**src/rtl/softmax_row_prep.sv**
```systemverilog
// softmax_row_prep: scales serial Q5.10 scores, collects a 16-element row,
// subtracts the row maximum, clamps to the exp LUT floor and emits the row
// as one parallel vector with a single-cycle valid pulse.
module softmax_row_prep #(
   parameter int unsigned SCALE_SHIFT = 2,
   parameter logic [15:0] CLAMP_MIN   = 16'hE000
) (
   input  logic        clk,
   input  logic        rst_n,
   input  logic        in_valid,
   output logic        in_ready,
   input  logic [15:0] in_data,
   output logic        valid_out,
   output logic [15:0] vector_out [0:15],
   output logic [7:0]  row_count
);

   localparam int unsigned DW    = 16;
   localparam int unsigned LANES = 16;
   localparam int unsigned CW    = 4;
   localparam int unsigned RCW   = 8;

   typedef enum logic {
      COLLECT = 1'b0,
      NORM    = 1'b1
   } state_e;

   state_e            state_q, state_d;
   logic              accept_c;
   logic [DW-1:0]     scaled_c;
   logic [CW-1:0]     elem_cnt_q;
   logic [DW-1:0]     row_max_q;
   logic [DW-1:0]     elem_buf_q [LANES];
   logic [DW:0]       diff_c     [LANES];
   logic [DW-1:0]     vec_d      [LANES];
   logic [DW-1:0]     vec_q      [LANES];
   logic              valid_q;
   logic [RCW-1:0]    row_count_q;
   logic [DW:0]       clamp_ext_c;

   // State register
   always_ff @(posedge clk or negedge rst_n) begin
      if (!rst_n) state_q <= COLLECT;
      else        state_q <= state_d;
   end

   // Next-state and ready decode; NORM lasts exactly one cycle
   always_comb begin
      state_d  = state_q;
      in_ready = 1'b0;
      case (state_q)
         COLLECT: begin
            in_ready = 1'b1;
            if (in_valid && (elem_cnt_q == CW'(LANES - 1))) state_d = NORM;
         end
         NORM:    state_d = COLLECT;
         default: state_d = COLLECT;
      endcase
   end

   // Handshake and sign-preserving 1/sqrt(d) scaling
   always_comb begin
      accept_c = in_valid && in_ready;
      scaled_c = DW'($signed(in_data) >>> SCALE_SHIFT);
   end

   // Element counter and running maximum; element 0 seeds the maximum
   always_ff @(posedge clk or negedge rst_n) begin
      if (!rst_n) begin
         elem_cnt_q <= '0;
         row_max_q  <= '0;
      end else if (accept_c) begin
         elem_cnt_q <= elem_cnt_q + CW'(1);
         if ((elem_cnt_q == '0) || ($signed(scaled_c) > $signed(row_max_q)))
            row_max_q <= scaled_c;
      end
   end

   // Row buffer; contents are irrelevant until written, so no reset
   always_ff @(posedge clk) begin
      if (accept_c) elem_buf_q[elem_cnt_q] <= scaled_c;
   end

   // Max subtraction at 17 bits so the full-range difference cannot wrap
   always_comb begin
      clamp_ext_c = {CLAMP_MIN[DW-1], CLAMP_MIN};
      for (int i = 0; i < LANES; i++) begin
         diff_c[i] = {elem_buf_q[i][DW-1], elem_buf_q[i]} - {row_max_q[DW-1], row_max_q};
         vec_d[i]  = ($signed(diff_c[i]) < $signed(clamp_ext_c)) ? CLAMP_MIN
                                                                  : diff_c[i][DW-1:0];
      end
   end

   // Output vector, valid pulse and row counter, all captured at the NORM edge
   always_ff @(posedge clk or negedge rst_n) begin
      if (!rst_n) begin
         valid_q     <= 1'b0;
         row_count_q <= '0;
         for (int i = 0; i < LANES; i++) vec_q[i] <= '0;
      end else begin
         valid_q <= (state_q == NORM);
         if (state_q == NORM) begin
            row_count_q <= row_count_q + RCW'(1);
            for (int i = 0; i < LANES; i++) vec_q[i] <= vec_d[i];
         end
      end
   end

   assign valid_out = valid_q;
   assign row_count = row_count_q;
   assign vector_out = vec_q;

endmodule
```
**config.mk**
```make
export PLATFORM = sky130hd
export DESIGN_NAME = softmax_row_prep
export DESIGN_NICKNAME = d
export VERILOG_FILES = /design/src/rtl/softmax_row_prep.sv
export SDC_FILE = /design/constraint.sdc
export NUM_CORES = 1
export LEC_CHECK = 0
export BUFFER_PORTS_ARGS = -buffer_cell sky130_fd_sc_hd__buf_2
export CORE_MARGIN = 3
export CORE_UTILIZATION = 40
export DETAILED_ROUTE_END_ITERATION = 10
export PLACE_DENSITY = 0.55
export SLEW_MARGIN = 20
export SYNTH_ARGS = -nofsm -noshare
export SYNTH_HDL_FRONTEND = slang
export SYNTH_SLANG_ARGS = --single-unit
```
**constraint.sdc**
```tcl
create_clock -name clk -period 4.99 [get_ports clk]
set_input_delay 0.998 -clock clk [delete_from_list [all_inputs] [get_ports clk]]
set_output_delay 0.998 -clock clk [all_outputs]
set_load 0.03 [all_outputs]
```
==> flow_metrics.py, run 1 <==
metrics = {
    "sta": {
        "drv_slew": 0,
        "hold_viol_final": 0,
        "min_period_ns": 4.08,
        "period_share_pct": 81.8,
        "max_clock_freq_mhz": 245,
        "clock_skew_ns": 0.0163,
        "slew_headroom_pct": 33.0,
        "tns_ns": 0,
        "worstMarginPinSlew_ns": 1.00,
        "rsz0062_at_grt": "false",
        "setup_viol": 0,
    },
    "detailed_routing": {
        "drcViolationCount": 0,
        "routed-via-count": 22200,
        "viasPerCell": 5.70,
        "wire_per_inst_um": 23.0,
        "drtIter0Drc": 1570,
        "ant_nets": 0,
        "firstDrtPassIters": 5,
        "wirelength_um": 89500,
    },
    "floorplanning": {
        "die_area_mm2": 0.0751,
        "pin_count": 285,
        "coreArea_mm2": 0.0706,
        "dieHeight_um": 274,
        "chipWidth_um": 274,
        "start_util_pct": 40.7,
        "rows": 97,
    },
    "setup_path": {
        "crit_path_start_kind": "register",
        "critPathArrivalTime_ns": 4.63,
        "crit_path_end_kind": "register",
        "cpLargestDelayFamily": "compound AO/OA/AOI/OAI gates",
        "crit_buf_inv": 1,
        "critPathMaxFanout": 13,
        "crit_path_top_delay_cell": "a211oi_2",
        "cpPeakStageDelay_ns": 0.83,
        "critPathKind": "reg2reg",
        "worst_ep_required_time_ns": 5.53,
        "path_cells": "clkinv_1, ha_1, nor2b_1, o31a_1, o311ai_1, o211ai_1, and2_1, a211oi_2, a32o_1",
    },
    "grt": {
        "grt_max_degree": 104,
        "grt_pass1_wl_um": 133000,
        "busiest_layer": "met2",
        "antenna_found_initial": 2,
        "met1_usage_pct": 32.0,
        "grt_overflow": 0,
        "grt_pass1_vias": 21700,
        "track_usage_pct": 23.3,
        "grtUsageMet3_pct": 3.37,
        "met2_usage_pct": 38.9,
    },
    "power": {
        "p_leak_nw": 14.7,
        "irDropWorstVdd_mv": 0.382,
        "total_power_w": 0.0248,
        "power.density_mw_per_mm2": 745,
    },
    "synthesis": {
        "synth_compound_area_share_pct": 21.4,
        "syn_nets": 2879,
        "synth-seq-cells": 508,
        "synth-edff-count": 224,
        "synthAdderAreaFrac_pct": 11.7,
        "yosysWarnings": 0,
        "synth-simple-area-share_pct": 11.0,
        "synth_area_leader_cell": "dfrtp_1",
        "synthArstFlopShare_pct": 55.9,
        "synth.avg_cell_area_um2": 11.1,
        "synth_top_family_by_area": "compound AO/OA/AOI/OAI gates",
        "synth_ff_type": "dfrtp_1",
        "ys_seq_area_share_pct": 48.1,
        "synth_xor_area_share_pct": 3.81,
        "synthesis.instances": 2601,
        "yosysTopAreaCellShare_pct": 24.7,
        "syn_area_mm2": 0.0287,
        "ys_types": 102,
        "ys_top_cells_by_area": "dfrtp_1 25%, edfxtp_1 23%, ha_1 11%, o2bb2ai_1 3.0%, a21oi_1 2.6%",
        "muxShareOfSynthArea_pct": 1.06,
    },
    "clock_tree": {
        "ctsHoldBuffers": 0,
        "cts_tree": "built",
        "cts_resized": 0,
        "cts_max_level": 2,
        "worstSkewPairLatency_ns": 0.62,
        "cts.reportedPaths.clkPinSlew_ns": 0.06,
        "cts_buffers": 59,
        "clkSinkCount": 508,
        "ctsRootBufferMaster": "clkbuf_16",
        "postCtsSetupRepairBufs": 0,
        "cts_buffer_depth": 3,
    },
    "status": {
        "status": "finished clean",
    },
    "final_layout": {
        "syn2layout_area_growth_pct": 15.9,
        "nFillCells": 6539,
        "final_cell_mix": "281 x dfrtp_1, 281 x buf_2, 243 x ha_1, 224 x edfxtp_1, 185 x nand2_1",
        "layout-drive-gt1-share_pct": 17.1,
        "fin_nets": 3184,
    },
    "hold_path": {
        "hp-class": "in2async",
    },
    "place": {
        "place_congestion": 0.859,
        "portBuffers": 282,
        "dp_hpwl_um": 60900,
    },
    "job": {
        "cap_violations": 0,
    },
}
state kept, by name, summed over array words and instances (netlist names):
register / cells
elem_buf_q: 224
elem_cnt_q: 4
row_count: 8
row_max_q: 14
state_q: 1
valid_out: 1
vector_out: 256
where the power goes:
group	switching, W	total (W)	internal (W)	leakage (nW)
sequential	0.000841	0.00640	0.00556	5.69
clock	0.00181	0.00442	0.00261	0.993
combinational	0.00898	0.0140	0.00502	8.02
layout make-up:
class | instances | area (µm²) | area share (%)
inverter | 130 | 495 | 1.49
tap | 940 | 1180 | 3.53
sequential | 508 | 13800 | 41.5
timing repair buffer | 322 | 1750 | 5.24
clock buffer | 79 | 1750 | 5.25
multi-input combinational | 1885 | 14100 | 42.2
clock inverter | 32 | 250 | 0.751
antenna | 1 | 2.50 | 0.00751
through the flow:
| step | utilization [%] | area, µm² | hold slack, ns | instances | setup slack [ns] |
|---|---|---|---|---|---|
| 6_report | 47.2 | 33300 | 0.400 | 3897 | 0.907 |
| 5_1_grt | 47.2 | 33300 | 0.448 | 3896 | 0.769 |
| 4_1_cts | 47.2 | 33300 | 0.454 | 3896 | 0.832 |
| 3_5_place_dp | 44.3 | 31300 | 0.458 | 3785 | 0.892 |
| 3_3_place_gp | 44.3 | 31300 | 0.461 | 3785 | 0.911 |
| 2_1_floorplan | - | 28700 | 0.390 | 2601 | 1.28 |
cells in the mapped netlist (all sizes together) (6+ instances only):
cell type and count:
xnor2 62, a21o 65, o31a 20, o2bb2ai 100, nand2 186, fa 16, nor2b 41, o2111ai 6
or2 8, buf 20, a21boi 8, nor3 33, mux2 21, a21oi 152, and2 37, clkbuf 58
dfrtp 284, nand3b 11, a211o 7, nand2b 39, a22o 49, and3 15, a31o 6, nand4 26
o311ai 12, o21a 53, nor2 157, o21bai 12, xor2 63, a31oi 31, o31ai 44, mux2i 6
nand3 38, inv 130, edfxtp 224, a211oi 30, o32ai 16, o211ai 16, a32o 10, ha 243
nor4 9, o41ai 23, nor3b 7, o21ai 128, or3 16
kinds of logic (layout without fill, tap and decap cells):
logic type	count (synthesis)	in the layout
other	0	1
AO/OA/AOI/OAI	834	834
AND/OR/NAND/NOR	640	640
XOR/XNOR	125	125
multiplexers	27	27
flip-flops	508	508
buffers and inverters	208	563
adder cells (fa/ha/maj)	259	259
final timing paths:
path | cells past startpoint | start | end | slack [ns]
max | 9 | row_max_q[1] | vector_out[162] | 0.91
min | 1 | rst_n | vector_out[252] | 0.40
max reg2reg | 9 | row_max_q[1] | vector_out[162] | 0.91
min reg2reg | 2 | vector_out[187] | vector_out[187] | 0.48
max in group asynchronous | 2 | rst_n | vector_out[108] | 3.52
min in group clk | 2 | vector_out[187] | vector_out[187] | 0.48
layer usage:
metal,part of all wire [%],vias to the layer above
met4,2.3,0
met5,0,-
met2,47,591
met1,45,11000
met3,5.2,122
li1,-,10500
Note: power is estimated with default switching activity, not from simulation.
==> inputs of run 2 (changes only) <==
--- a/config.mk
+++ b/config.mk
@@ -5,11 +5,12 @@
 export SDC_FILE = /design/constraint.sdc
 export NUM_CORES = 1
 export LEC_CHECK = 0
+export ABC_AREA = 1
 export BUFFER_PORTS_ARGS = -buffer_cell sky130_fd_sc_hd__buf_2
 export CORE_MARGIN = 3
 export CORE_UTILIZATION = 40
 export DETAILED_ROUTE_END_ITERATION = 10
-export PLACE_DENSITY = 0.55
+export PLACE_DENSITY = 0.56
 export SLEW_MARGIN = 20
 export SYNTH_ARGS = -nofsm -noshare
 export SYNTH_HDL_FRONTEND = slang
==> constraint.sdc (replaced) <==
create_clock -name clk -period 3.3 [get_ports clk]
set_input_delay 0.66 -clock clk [delete_from_list [all_inputs] [get_ports clk]]
set_output_delay 0.66 -clock clk [all_outputs]
set_load 0.03 [all_outputs]
==> run 2 against run 1 <==
Compared with the run above: first-iteration DRC count increased by 21%; total power increased by 55%; hold slack lost 0.39 ns; largest cell class unchanged; clock power grew 54%; count of clock-buffer cells in the layout grew 5; largest power group unchanged; highest routed layer unchanged; wire length grew 11%; core utilization is 0.29 points lower; die area up 13%.
==> flow_metrics.py, run 2 <==
metrics = {
    "place": {
        "dp_slack_ns": 0.477,
        "place_congestion": 0.872,
        "portBuffers": 282,
        "postPlaceCellArea_mm2": 0.0354,
        "dp_cells": 5749,
        "dp_hpwl_um": 70300,
    },
    "final_layout": {
        "final_cells": 5859,
        "syn2layout_area_growth_pct": 15.1,
        "final_common_cell": "nand2_1",
        "layout-drive-gt1-share_pct": 11.1,
        "fin_nets": 5038,
        "final_cell_mix": "1,912 x nand2_1, 527 x inv_1, 374 x nor2_1, 281 x dfrtp_1, 281 x buf_2",
        "stdcell_area_mm2": 0.0374,
        "largest_reg_flops": 256,
        "antennaDiodeCount": 0,
        "nFillCells": 8164,
        "final_util_pct": 46.9,
    },
    "sta": {
        "max_clock_freq_mhz": 364,
        "slew_headroom_pct": 38.5,
        "hold_viol_final": 0,
        "setup_viol": 0,
        "drv_slew": 0,
        "clock_skew_ns": 0.0252,
        "min_period_ns": 2.75,
        "setup_slack_ns": 0.552,
        "rsz0062_at_grt": "false",
        "period_share_pct": 83.3,
        "worstMarginPinSlew_ns": 0.922,
        "tns_ns": 0,
    },
    "power": {
        "p_int_w": 0.0191,
        "power.density_mw_per_mm2": 1030,
        "pwr-share-comb_pct": 57.2,
        "pwr-share-seq_pct": 25.0,
        "p_leak_nw": 20.1,
        "switching_share_pct": 50.1,
        "clockPowerShare_pct": 17.7,
        "irDropWorstVdd_mv": 0.485,
        "p_sw_w": 0.0192,
    },
    "synthesis": {
        "ys_types": 33,
        "synthTopCellsByCount": "1,912 x nand2_1, 527 x inv_1, 374 x nor2_1",
        "yosysMostFrequentCell": "nand2_1",
        "synth_area_leader_cell": "nand2_1",
        "synthesis.instances": 4431,
        "syn_area_mm2": 0.0325,
        "synth.avg_cell_area_um2": 7.33,
        "yosysWarnings": 0,
        "synth_ff_type": "dfrtp_1",
        "synth-edff-count": 224,
        "yosysTopAreaCellShare_pct": 22.1,
        "ys_seq_area_share_pct": 42.6,
        "syn_nets": 4709,
        "synth-seq-cells": 508,
        "ys_top_cells_by_area": "nand2_1 22%, dfrtp_1 22%, edfxtp_1 21%, ha_1 9.4%, inv_1 6.1%",
        "synthArstFlopShare_pct": 55.9,
    },
    "grt": {
        "grt_overflow": 0,
        "track_usage_pct": 23.1,
        "grt_pass1_vias": 27000,
        "grt_max_degree": 177,
        "antenna_found_initial": 2,
        "grt_pass1_wl_um": 155000,
    },
    "detailed_routing": {
        "firstDrtPassIters": 5,
        "routed-via-count": 28600,
        "drcViolationCount": 0,
        "wirelength_um": 99100,
        "drtIter0Drc": 1898,
        "wire_per_inst_um": 16.9,
        "viasPerCell": 4.88,
        "ant_nets": 0,
    },
    "clock_tree": {
        "cts.reportedPaths.clkPinSlew_ns": 0.06,
        "cts_max_level": 2,
        "postCtsSetupRepairBufs": 0,
        "cts_resized": 0,
        "ctsRootBufferMaster": "clkbuf_16",
        "worstSkewPairLatency_ns": 0.63,
        "cts_buffers": 59,
        "cts_tree": "built",
        "clkSinkCount": 508,
        "ctsHoldBuffers": 0,
        "cts_buffer_depth": 3,
    },
    "floorplanning": {
        "coreArea_mm2": 0.0798,
        "die_area_mm2": 0.0847,
        "chipWidth_um": 291,
        "rows": 103,
        "dieHeight_um": 291,
        "pin_count": 285,
        "start_util_pct": 40.7,
    },
    "setup_path": {
        "crit_path_end_kind": "register",
        "critPathArrivalTime_ns": 3.25,
        "reg2reg_slack_ns": 0.55,
        "worst_ep_required_time_ns": 3.80,
        "crit_path_start_kind": "register",
        "r2r_cells": 13,
        "critPathKind": "reg2reg",
        "critPathMaxFanout": 13,
    },
    "hold_path": {
        "hp-class": "in2async",
    },
    "job": {
        "cap_violations": 0,
    },
    "status": {
        "status": "finished clean",
    },
}
-- run 2: changes by cell type in the layout (fill, tap and decap cells not counted), moves of 100 or more --
cell | before | now
inv_1 | 116 | 527
nand2_1 | 185 | 1912
nand3_1 | 37 | 192
o2bb2ai_1 | 100 | 0
nor2_1 | 157 | 374
a21oi_1 | 150 | 253
-- run 2: cell families (layout without fill, tap and decap cells) --
family | Yosys count | after routing | share of synthesized area [%]
XOR/XNOR | 10 | 10 | 0.270
AND/OR/NAND/NOR | 2643 | 2643 | 32.6
AO/OA/AOI/OAI | 388 | 388 | 6.47
flip-flops | 508 | 508 | 42.6
adder cells (fa/ha/maj) | 259 | 259 | 10.3
buffers and inverters | 623 | 1001 | 7.72
-- run 2: final timing paths --
path                                   endpoint          from
worst max-delay path             vector_out[43]  row_max_q[7]
worst min-delay path             vector_out[77]         rst_n
worst max register to register   vector_out[43]  row_max_q[7]
worst min register to register     row_count[7]  row_count[7]
max in group asynchronous       vector_out[212]         rst_n
min in group clk                   row_count[7]  row_count[7]
-- run 2: metrics by stage --
step | hold WS [ns] | power [W]
3_3_place_gp | 0.452 | 0.0316
4_1_cts | 0.00837 | 0.0387
3_5_place_dp | 0.453 | 0.0317
2_1_floorplan | 0.364 | 0.0254
6_report | 0.0133 | 0.0384
5_1_grt | 0.0385 | 0.0419
-- run 2: worst max-delay path, stage by stage (launching register included) --
cell and delay [ns]:
dfrtp_1 0.37, inv_1 0.51, buf_4 0.30, ha_1 0.31, nand2_1 0.14, inv_1 0.06
nand2_1 0.06, nand2_1 0.07, a21oi_1 0.19, nand3_1 0.11, nand2_2 0.12, nand2_2 0.19
nand2_1 0.13, nand2_1 0.05
-- run 2: final cells by class --
| class | count | area [µm²] | share of cell area, % |
|---|---|---|---|
| multi-input cells | 3300 | 16100 | 43.2 |
| inverters | 531 | 2000 | 5.35 |
| flip-flops and latches | 508 | 13800 | 37.0 |
| clock buffers | 84 | 1740 | 4.66 |
| repair buffers | 360 | 2080 | 5.57 |
| well taps | 1050 | 1310 | 3.51 |
| clock inverters | 26 | 277 | 0.739 |
-- run 2: per-layer routing --
| layer | global-route usage (%) | wire length, µm |
|---|---|---|
| met3 | 2.85 | 4840 |
| met4 | 4.40 | 1680 |
| met1 | 32.5 | 46600 |
| met2 | 38.5 | 46000 |
| met5 | 0 | 0 |
-- run 2: power by group through the flow --
stage | combinational (W) | clock [W] | sequential, W
CTS | 0.0221 | 0.00698 | 0.00964
detailed placement | 0.0220 | 0 | 0.00972
global route | 0.0248 | 0.00725 | 0.00985
global placement | 0.0218 | 0 | 0.00974
finish | 0.0220 | 0.00681 | 0.00961
floorplan | 0.0129 | 0 | 0.0125
==> inputs of run 3 (changes only) <==
==> constraint.sdc (replaced) <==
create_clock -name clk -period 2.25 [get_ports clk]
set_input_delay 0.45 -clock clk [delete_from_list [all_inputs] [get_ports clk]]
set_output_delay 0.45 -clock clk [all_outputs]
set_load 0.03 [all_outputs]
==> run 3 against run 2 <==
Compared with the run above: flip-flop and latch count unchanged; hold slack better by 0.27 ns; die area unchanged; sequential power up 47%; design area up 13%; global-route usage up 0.59 points; wire length up 7.2%; first-iteration DRC count down 5.1%; clock power up 41%; combinational power up 90%; fmax up 24%; setup slack worse by 0.51 ns.
==> flow_metrics.py, run 3 (same netlist as run 2, synthesis figures left out) <==
metrics = {
    "place": {
        "portBuffers": 282,
        "postPlaceCellArea_mm2": 0.0377,
        "dp_slack_ns": -0.0372,
        "dp_hpwl_um": 72700,
        "dp_cells": 6011,
        "place_congestion": 0.886,
    },
    "setup_path": {
        "crit_path_end_kind": "register",
        "critPathMaxFanout": 10,
        "worst_ep_required_time_ns": 2.75,
        "crit_path_start_kind": "register",
        "critPathKind": "reg2reg",
        "critPathArrivalTime_ns": 2.71,
    },
    "clock_tree": {
        "cts_buffer_depth": 3,
        "cts_max_level": 2,
        "cts.reportedPaths.clkPinSlew_ns": 0.06,
        "cts_tree": "built",
        "cts_buffers": 59,
        "ctsRootBufferMaster": "clkbuf_16",
        "worstSkewPairLatency_ns": 0.63,
        "clkSinkCount": 508,
    },
    "power": {
        "total_power_w": 0.0656,
        "p_int_w": 0.0337,
        "p_sw_w": 0.0319,
        "clockPowerShare_pct": 14.6,
        "pwr-share-seq_pct": 21.6,
        "power.density_mw_per_mm2": 1550,
        "irDropWorstVdd_mv": 0.843,
        "switching_share_pct": 48.6,
        "pwr-share-comb_pct": 63.8,
        "p_leak_nw": 22.0,
    },
    "final_layout": {
        "final_cells": 6161,
        "fin_nets": 5340,
        "stdcell_area_mm2": 0.0423,
        "nFillCells": 7695,
        "largest_reg_flops": 256,
        "final_cell_mix": "1,751 x nand2_1, 500 x inv_1, 362 x nor2_1, 313 x buf_4, 281 x dfrtp_1",
        "syn2layout_area_growth_pct": 30.1,
        "final_common_cell": "nand2_1",
        "layout-drive-gt1-share_pct": 24.0,
    },
    "sta": {
        "setup_viol": 0,
        "max_clock_freq_mhz": 453,
        "drv_slew": 0,
        "period_share_pct": 98.1,
        "clock_skew_ns": 0.0292,
        "tns_ns": 0,
        "rsz0062_at_grt": "true",
        "slew_headroom_pct": 48.8,
        "hold_viol_final": 0,
        "min_period_ns": 2.21,
        "setup_slack_ns": 0.0421,
        "worstMarginPinSlew_ns": 0.767,
    },
    "detailed_routing": {
        "drcViolationCount": 0,
        "drtIter0Drc": 1802,
        "firstDrtPassIters": 5,
        "ant_nets": 0,
        "wirelength_um": 106000,
        "routed-via-count": 30100,
        "wire_per_inst_um": 17.2,
        "viasPerCell": 4.88,
    },
    "floorplanning": {
        "start_util_pct": 40.7,
        "dieHeight_um": 291,
        "chipWidth_um": 291,
        "rows": 103,
        "coreArea_mm2": 0.0798,
        "die_area_mm2": 0.0847,
        "pin_count": 285,
    },
    "grt": {
        "antenna_found_initial": 3,
        "grt_pass1_wl_um": 159000,
        "grt_max_degree": 131,
        "grt_pass1_vias": 28300,
        "grt_overflow": 0,
        "track_usage_pct": 23.7,
    },
    "job": {
        "cap_violations": 0,
    },
    "status": {
        "status": "finished clean",
    },
    "hold_path": {
        "hp-class": "in2reg",
    },
}
-- run 3: final timing paths --
kind,from,endpoint,slack [ns],depth (start not counted)
max in group asynchronous,rst_n,vector_out[254],1.22,3
min reg2reg,vector_out[29],vector_out[29],0.47,2
max,row_max_q[0],vector_out[47],0.04,12
min,in_valid,elem_cnt_q[0],0.28,3
max reg2reg,row_max_q[0],vector_out[47],0.04,12
min in group asynchronous,rst_n,vector_out[35],0.29,2
-- run 3: layout make-up --
type                            count  area (µm²)  area share (%)
Sequential cell                   508       13800            32.7
Tap cell                         1050        1310            3.11
Antenna cell                        3        7.51          0.0178
Timing Repair Buffer              653        4900            11.6
Inverter                          531        2020            4.78
Clock buffer                       89        1790            4.23
Multi-Input combinational cell   3309       18300            43.2
Clock inverter                     18         126           0.299
-- run 3: power groups by stage --
stage / clock network, W / logic (W) / registers (W)
2_1_floorplan: 0 / 0.0189 / 0.0184
3_3_place_gp: 0 / 0.0367 / 0.0142
3_5_place_dp: 0 / 0.0369 / 0.0142
4_1_cts: 0.00981 / 0.0373 / 0.0141
5_1_grt: 0.0101 / 0.0462 / 0.0145
6_report: 0.00958 / 0.0418 / 0.0141
-- run 3: repair_timing --
| action | in CTS | in global routing |
|---|---|---|
| hold endpoints to repair | 50 | 0 |
| gates cloned | 2 | 16 |
| hold buffers | 1 | 0 |
| gates resized for setup | 26 | 485 |
| pin swaps | 1 | 109 |
| setup buffers | 0 | 22 |
| setup endpoints to repair | 110 | 263 |
-- run 3: through the flow --
stage	utilization, %	hold WS, ns
3_3_place_gp	47.3	0.332
6_report	53.0	0.284
4_1_cts	49.9	0.241
3_5_place_dp	47.3	0.336
2_1_floorplan	-	0.154
5_1_grt	53.0	0.266
-- run 3: worst max-delay path, cell delays in order (launching register included) --
cell and delay (ns):
dfrtp_2 0.44, buf_12 0.17, ha_2 0.20, fa_1 0.37, inv_2 0.08, nand4_1 0.12
nand2_2 0.11, nand2_1 0.08, nand3_2 0.10, nand2_4 0.08, buf_4 0.14, nor2_2 0.12
nor2_1 0.05
-- run 3: routing by layer --
| metal | track usage [%] | wire length (µm) |
|---|---|---|
| met2 | 40.5 | 49700 |
| met4 | 4.71 | 2420 |
| met1 | 32.2 | 48500 |
| met5 | 0 | 17 |
| met3 | 3.18 | 5600 |
